[src/rtl/biriscv_defs.sv]
// biriscv_defs: shared encodings for the biriscv FENCE.I controller
package biriscv_defs;
  typedef enum logic [2:0] {
    FENCEI_IDLE     = 3'd0,
    FENCEI_DRAIN    = 3'd1,
    FENCEI_FLUSH    = 3'd2,
    FENCEI_WAIT     = 3'd3,
    FENCEI_REDIRECT = 3'd4
  } fencei_state_e;
  localparam logic [31:0] FENCEI_PC_INC = 32'd4;
endpackage

[src/rtl/biriscv_fencei_ctrl.sv]
// biriscv_fencei_ctrl: sequences FENCE.I - drain in-flight fetches, flush icache,
// wait for flush completion (with timeout), then redirect the frontend.
module biriscv_fencei_ctrl
  import biriscv_defs::*;
#(
  parameter int OUTST_W   = 2,
  parameter int TIMEOUT_W = 10
) (
  input  logic        clk_i,
  input  logic        rst_n,
  input  logic        fencei_req_i,
  input  logic [31:0] fencei_pc_i,
  input  logic [1:0]  fencei_priv_i,
  input  logic        abort_i,
  input  logic        icache_rd_i,
  input  logic        icache_accept_i,
  input  logic        icache_valid_i,
  input  logic        icache_flush_done_i,
  output logic        hold_flag_o,
  output logic        icache_flush_o,
  output logic        branch_request_o,
  output logic [31:0] branch_pc_o,
  output logic [1:0]  branch_priv_o,
  output logic        fencei_ack_o,
  output logic        busy_o,
  output logic        timeout_o
);
  fencei_state_e state_q, state_d;
  logic [OUTST_W-1:0]   outst_q, outst_d;
  logic [TIMEOUT_W-1:0] tmo_q, tmo_d, tmo_inc;
  logic [31:0]          pc_q, pc_d;
  logic [1:0]           priv_q, priv_d;
  logic hold_q, hold_d, flush_q, flush_d, br_q, br_d, tmo_hit_q, tmo_hit_d;
  logic inc, dec, accept_req, expire;
  assign inc     = icache_rd_i & icache_accept_i;
  assign dec     = icache_valid_i;
  assign tmo_inc = tmo_q + 1'b1;
  // WAIT lasts at most 2^TIMEOUT_W-1 cycles: expire on the last one
  assign expire  = (state_q == FENCEI_WAIT) && (&tmo_inc);
  always_ff @(posedge clk_i or negedge rst_n) begin
    if (!rst_n) begin
      state_q   <= FENCEI_IDLE;
      outst_q   <= '0;
      tmo_q     <= '0;
      pc_q      <= '0;
      priv_q    <= '0;
      hold_q    <= 1'b0;
      flush_q   <= 1'b0;
      br_q      <= 1'b0;
      tmo_hit_q <= 1'b0;
    end else begin
      state_q   <= state_d;
      outst_q   <= outst_d;
      tmo_q     <= tmo_d;
      pc_q      <= pc_d;
      priv_q    <= priv_d;
      hold_q    <= hold_d;
      flush_q   <= flush_d;
      br_q      <= br_d;
      tmo_hit_q <= tmo_hit_d;
    end
  end
  always_comb begin
    state_d = state_q;
    unique case (state_q)
      FENCEI_IDLE:     if (fencei_req_i) state_d = FENCEI_DRAIN;
      FENCEI_DRAIN:    if (outst_q == '0 && !inc) state_d = FENCEI_FLUSH;
      FENCEI_FLUSH:    state_d = FENCEI_WAIT;
      FENCEI_WAIT:     if (icache_flush_done_i || expire) state_d = FENCEI_REDIRECT;
      FENCEI_REDIRECT: state_d = FENCEI_IDLE;
      default:         state_d = FENCEI_IDLE;
    endcase
    if (abort_i) state_d = FENCEI_IDLE;
  end
  // Outputs are registered copies of the next-state decode
  always_comb begin
    accept_req = (state_q == FENCEI_IDLE) && fencei_req_i && !abort_i;
    pc_d       = accept_req ? fencei_pc_i + FENCEI_PC_INC : pc_q;
    priv_d     = accept_req ? fencei_priv_i : priv_q;
    outst_d    = (inc && !dec && !(&outst_q)) ? outst_q + 1'b1 :
                 (dec && !inc && (|outst_q))  ? outst_q - 1'b1 : outst_q;
    tmo_d      = (state_q == FENCEI_WAIT) ? tmo_inc : '0;
    hold_d     = state_d != FENCEI_IDLE;
    flush_d    = state_d == FENCEI_FLUSH;
    br_d       = state_d == FENCEI_REDIRECT;
    tmo_hit_d  = expire && !icache_flush_done_i && !abort_i;
  end
  assign hold_flag_o      = hold_q;
  assign busy_o           = hold_q;
  assign icache_flush_o   = flush_q;
  assign branch_request_o = br_q;
  assign fencei_ack_o     = br_q;
  assign branch_pc_o      = pc_q;
  assign branch_priv_o    = priv_q;
  assign timeout_o        = tmo_hit_q;
endmodule

[config.mk]
export PLATFORM = sky130hd
export DESIGN_NAME = biriscv_fencei_ctrl
export DESIGN_NICKNAME = d
export VERILOG_FILES = /design/src/rtl/biriscv_defs.sv /design/src/rtl/biriscv_fencei_ctrl.sv
export SDC_FILE = /design/constraint.sdc
export NUM_CORES = 1
export LEC_CHECK = 0
export BUFFER_PORTS_ARGS = -buffer_cell sky130_fd_sc_hd__buf_2
export CORE_MARGIN = 3
export CORE_UTILIZATION = 55
export CTS_CLUSTER_SIZE = 28
export DETAILED_ROUTE_END_ITERATION = 8
export PLACE_DENSITY = 0.85
export SLEW_MARGIN = 15
export SYNTH_ARGS = -nofsm -noshare
export SYNTH_HDL_FRONTEND = slang
export SYNTH_SLANG_ARGS = --single-unit
[constraint.sdc]
create_clock -name clk_i -period 4.6 [get_ports clk_i]
set_clock_uncertainty 0.15 [all_clocks]
set_input_delay 0.46 -clock clk_i [delete_from_list [all_inputs] [get_ports clk_i]]
set_output_delay 0.46 -clock clk_i [all_outputs]
set_load 0.005 [all_outputs]
== Word-level counts from Yosys, hierarchy flattened ==
Cells that the tools add are included.
Operators by class
  add/subtract/negate cells: 4
  mux-type cells: 8
  eq/ne operators: 5
  reductions and logical operators: 23
  bitwise operators: 1
Operator list (number)
  32-bit by 3-bit adder with 32-bit output (second input constant): 1
  3-bit 2-to-1 mux: 4
  3-bit case mux with 4 select lines: 1
  10-bit by 1-bit adder with 10-bit output (second input constant): 1
  1-bit logical AND: 10
  10-bit 2-to-1 mux: 1
  10-bit AND reduction: 1
  3-bit by 2-bit == test with 1-bit output (second input constant): 3
  1-bit zero test: 5
  2-bit 2-to-1 mux: 2
  3-bit by 1-bit == test with 1-bit output (second input constant): 1
  3-bit == test (second input constant): 1
  3-bit zero test: 1
  3-bit nonzero test: 1
  2-bit by 1-bit adder with 2-bit output (second input constant): 1
  2-bit zero test: 1
  2-bit AND reduction: 1
  2-bit nonzero test: 1
  2-bit OR reduction: 1
  2-bit by 1-bit subtractor with 2-bit output (second input constant): 1
  1-bit bitwise AND: 1
  1-bit logical OR: 1
Storage, ports and cells
  output and inout bits: 40
  register bits after elaboration: 53

== Depth between registers and ports, before layout ==
  depth after elaboration: 8
  depth in mapped cells: 6
  mapped depth without buffers: 6

== Worst setup path before layout ==
No wires, ideal clock.
  kind: register to register
  start point: reg tmo_q[0]
  end point: reg state_q[1]
  required time: 4.330 ns
  cell stages (with the launch flop): 7
  library setup time: 0.120 ns
  buffers on the path: 0
  slack: 2.842 ns
  arrival: 1.488 ns
  cells stage by stage: dfrtp_1 > ha_1 > xnor2_1 > or2_1 > nor4_2 > o21ai_0 > a31o_2
Between the ends
  word-level cells in the longest chain between the ends: 7
RTL lines
  start: declaration: line biriscv_fencei_ctrl.sv:30  | logic [TIMEOUT_W-1:0] tmo_q, tmo_d, tmo_inc;
  start signal: assignment: line biriscv_fencei_ctrl.sv:54  | tmo_q <= tmo_d;
  10-bit by 1-bit adder with 10-bit output: line biriscv_fencei_ctrl.sv:37  | assign tmo_inc = tmo_q + 1'b1;
  10-bit AND reduction: line biriscv_fencei_ctrl.sv:39  | assign expire = (state_q == FENCEI_WAIT) && (&tmo_inc);
  1-bit logical AND: line biriscv_fencei_ctrl.sv:39
  1-bit logical OR: line biriscv_fencei_ctrl.sv:69  | FENCEI_WAIT: if (icache_flush_done_i || expire) state_d = FENCEI_REDIRECT;
  3-bit 2-to-1 mux: line biriscv_fencei_ctrl.sv:69
  3-bit case mux with 4 select lines: line biriscv_fencei_ctrl.sv:65  | unique case (state_q)
  3-bit 2-to-1 mux: line biriscv_fencei_ctrl.sv:73  | if (abort_i) state_d = FENCEI_IDLE;
  net state_d[1]: line biriscv_fencei_ctrl.sv:28  | fencei_state_e state_q, state_d;
  end signal: assignment: line biriscv_fencei_ctrl.sv:52  | state_q <= state_d;
  end: declaration: line biriscv_fencei_ctrl.sv:28
The timed path passes the listed nets, and every way through them passes these cells.
A chain may end at the register's enable or synchronous reset.

== Final worst setup path ==
  start point: reg state_q[2]
  end point: reg pc_q[27] (netlist: branch_pc_o[27])
Between the ends
  word-level cells in the longest chain between the ends: 3
RTL lines
  3-bit zero test: line biriscv_fencei_ctrl.sv:77  | accept_req = (state_q == FENCEI_IDLE) && fencei_req_i && !abort_i;
  1-bit logical AND (2 in a row): line biriscv_fencei_ctrl.sv:77
  end signal: assignment: line biriscv_fencei_ctrl.sv:55  | pc_q <= pc_d;
  end: declaration: line biriscv_fencei_ctrl.sv:31  | logic [31:0] pc_q, pc_d;
Every way passes these cells.

==> results by group <==
Run status
  – Status: completed

Timing
  – Fmax: about 460 MHz
  – Fin crit share: between 40% and 50%
  – Rel. slew slack: between 50% and 60%
  – Worst Max-Slew Pin Slew: between 0.7 and 0.8 ns
  – Count of final setup violators: 0
  – Max Transition Viols Final: 0
  – Tmin final: ~2.2 ns
  – Final hold violations: 0
  – Setup tns final: 0 ns
  – RSZ-0062 raised after global routing: false

Layout
  – Post-Layout Cell Count: around 400
  – FILL cells: between 300 and 400
  – Nets: just under 400
  – Antenna cells: 0
  – Finished Cell Area: 3180 um^2
  – Share of layout cells above drive strength 1: ~32%
  – Syn-to-layout area delta: 21.0%
  – Final core occ: between 70% and 80%

Routing
  – DRT Pass-1 Iters: 4
  – Total Wirelength: roughly 5500 um
  – Initial drt markers: 122
  – Routed len/inst: approximately 14 um
  – DRC: 0
  – DR vias: around 2.2k
  – ANT nets after route: 0
  – Vias per inst: 5.44

Setup path
  – Classification of the worst setup path: flip-flop to flip-flop
  – Crit path DAT: about 2.2 ns
  – Crit. Startpoint: state_q[2]$_DFF_PN0_
  – CP Capture Type: flip-flop
  – Critical Path RT: 4.62 ns
  – CP max FO: 36
  – CP startpoint kind: flip-flop
  – R2R Path Start: state_q[2]$_DFF_PN0_

Pwr
  – Clock Power Share: ~26%
  – Sequential share of power: between 50% and 60%
  – NetSw: ~340 uW
  – Pwr Density: roughly 370 nW/um^2
  – Peak supply drop: 0.211 mV
  – Sw Share: between 20% and 30%
  – Gate power share: between 20% and 30%
  – Power Internal: around 850 uW
  – Leakage: roughly 0.0015 uW

Min path
  – Min-Delay Path Class: input pin to async pin

Die
  – Die span in y: 75.1 um
  – Core Box Area: ~4500 um^2
  – # rows: 24
  – Top Ports: between 80 and 90
  – Starting Density: between 50% and 60%
  – Die ar.: roughly 5600 um^2
  – Die width: about 75 um

Clock network
  – CTS Hold Bufs: 0
  – CTS H-Tree Depth: 2
  – Clk buf depth: 2
  – Cts repair resizes: 0
  – Clock root cell: clkbuf_8
  – CTS Sinks: 53
  – Postcts setup bufs: 0
  – Clock transition at the registers of the reported paths: 0.09 ns
  – CTS Buf Count: 5
  – CTS tree: done
  – Skew-Pair Late Insertion Delay: around 0.30 ns

Synthesis
  – FF+latch count, synth: 53
  – Synth area leaders: dfrtp_1 (50%), xor2_1 (8.0%), nand2_1 (5.7%)
  – Sequential-to-total area share from yosys stat: slightly above 50%
  – Fraction of synthesis flops using an asynchronous set or reset pin: 100%
  – Yosys Warn Count: 0
  – Synth Cell Area: about 2600 um^2
  – Count leader, synth: dfrtp_1
  – Commonest cells in the netlist: dfrtp_1 (53), nand2_1 (40), xor2_1 (24)
  – Synth unique cells: 33
  – Post-synth top area share: about half
  – Synthesized area per cell: ~9.8 um^2
  – Synth area leader: dfrtp_1
  – Mapped Cells: ~270
  – Primary FF master, synth: dfrtp_1
  – Net Count, Synth: 313
  – Number of synthesized flops with an enable pin: 0

Global routing
  – Total gr overflow: 0
  – Largest net degree at the start of global routing: 54
  – Initial antenna violation count: 0
  – Vias in the first global route: around 2.1k
  – Global-route usage over all layers: approximately a fifth
  – First-pass GRT wire length: approximately 9100 um

Placement
  – DPL Wire Length: roughly 4000 um
  – Post-place instance area: between 3000 and 4000 um^2
  – Placer Congestion: 0.789
  – # port buffers: 81
  – Placed cells: between 300 and 400

Flow run
  – Max-cap violation count: 0
## worst paths after layout
path	endpoint	slack (ns)	cells after the start
max	branch_pc_o[27]$_DFFE_PN0P_	2.41	5
min	outst_q[0]$_DFFE_PN0P_	0.11	2
max reg2reg	branch_pc_o[27]$_DFFE_PN0P_	2.41	5
min reg2reg	branch_pc_o[16]$_DFFE_PN0P_	0.33	2
max in group asynchronous	branch_pc_o[23]$_DFFE_PN0P_	3.77	2
min in group clk_i	timeout_o$_DFF_PN0_	0.20	2
## state kept, by name (all words and copies together), names as in the netlist
signal and count:
tmo_q 10, busy_o 1, branch_pc_o 32, outst_q 2, branch_request_o 1, state_q 3
timeout_o 1, branch_priv_o 2, icache_flush_o 1
## area by class of cell
cell class	count	area, um^2	share of cell area, %
Sequential cell	53	1330	41.7
Multi-Input combinational cell	202	1250	39.3
Timing Repair Buffer	83	420	13.2
Clock buffer	5	68.8	2.16
Tap cell	52	65.1	2.05
Clock inverter	2	35.0	1.10
Inverter	4	15.0	0.472
## worst max-delay path, cell delays in order (launching register included)
cell and delay (ns):
dfrtp_1 0.41, nor2_1 0.25, nand3_2 0.61, buf_4 0.47
nand2_1 0.09, o21ai_0 0.08
## power by group through the flow
stage	clock network, uW	logic, uW	registers [uW]
after floorplan	0	115	625
after global placement	0	264	618
after detailed placement	0	277	619
after CTS	310	277	611
after global routing	331	309	624
final	304	271	612
## kinds of logic (layout without fill, tap and decap cells)
group                    count (synthesis)  after routing  synth area share, %
AND/OR/NAND/NOR                        120            120                 22.9
XOR/XNOR                                34             34                 11.3
adder cells (fa/ha/maj)                  3              3                 1.43
multiplexers                             7              7                 3.00
flip-flops                              53             53                 50.5
buffers and inverters                   13             94                 2.19
AO/OA/AOI/OAI                           38             38                 8.71
## routing by layer
| layer | GRT usage [%] | wire length, um |
|---|---|---|
| met5 | 0 | 0 |
| met1 | 25.0 | 2340 |
| met2 | 36.9 | 2730 |
| met3 | 6.14 | 349 |
| met4 | 6.99 | 62 |
## stage by stage
| stage | hold WS (ns) | power [uW] | worst slack [ns] |
|---|---|---|---|
| 6_report | 0.113 | 1190 | 2.41 |
| 5_1_grt | 0.165 | 1260 | 2.18 |
| 4_1_cts | 0.138 | 1200 | 2.40 |
| 3_5_place_dp | 0.315 | 896 | 2.19 |
| 3_3_place_gp | 0.306 | 882 | 2.26 |
| 2_1_floorplan | 0.0144 | 740 | 2.84 |
## cells in the final DEF, fill, tap and decap left out, types with 2 or more instances in the layout
master	netlist	routed
a21oi_1	3	3
and3_1	7	7
buf_2	1	81
buf_4	2	2
clkbuf_8	0	5
dfrtp_1	53	53
ha_1	3	3
inv_1	4	4
mux2_2	7	7
nand2_1	40	40
nand3_1	23	22
nand3_2	1	2
nand4_1	10	10
nor2_1	21	21
nor3_1	6	6
nor4_2	2	2
o21ai_0	22	22
o21ai_1	2	2
o21ai_2	7	7
or3_1	3	3
xnor2_1	10	10
xor2_1	24	24
No activity file was read; power rests on OpenSTA's default activity.
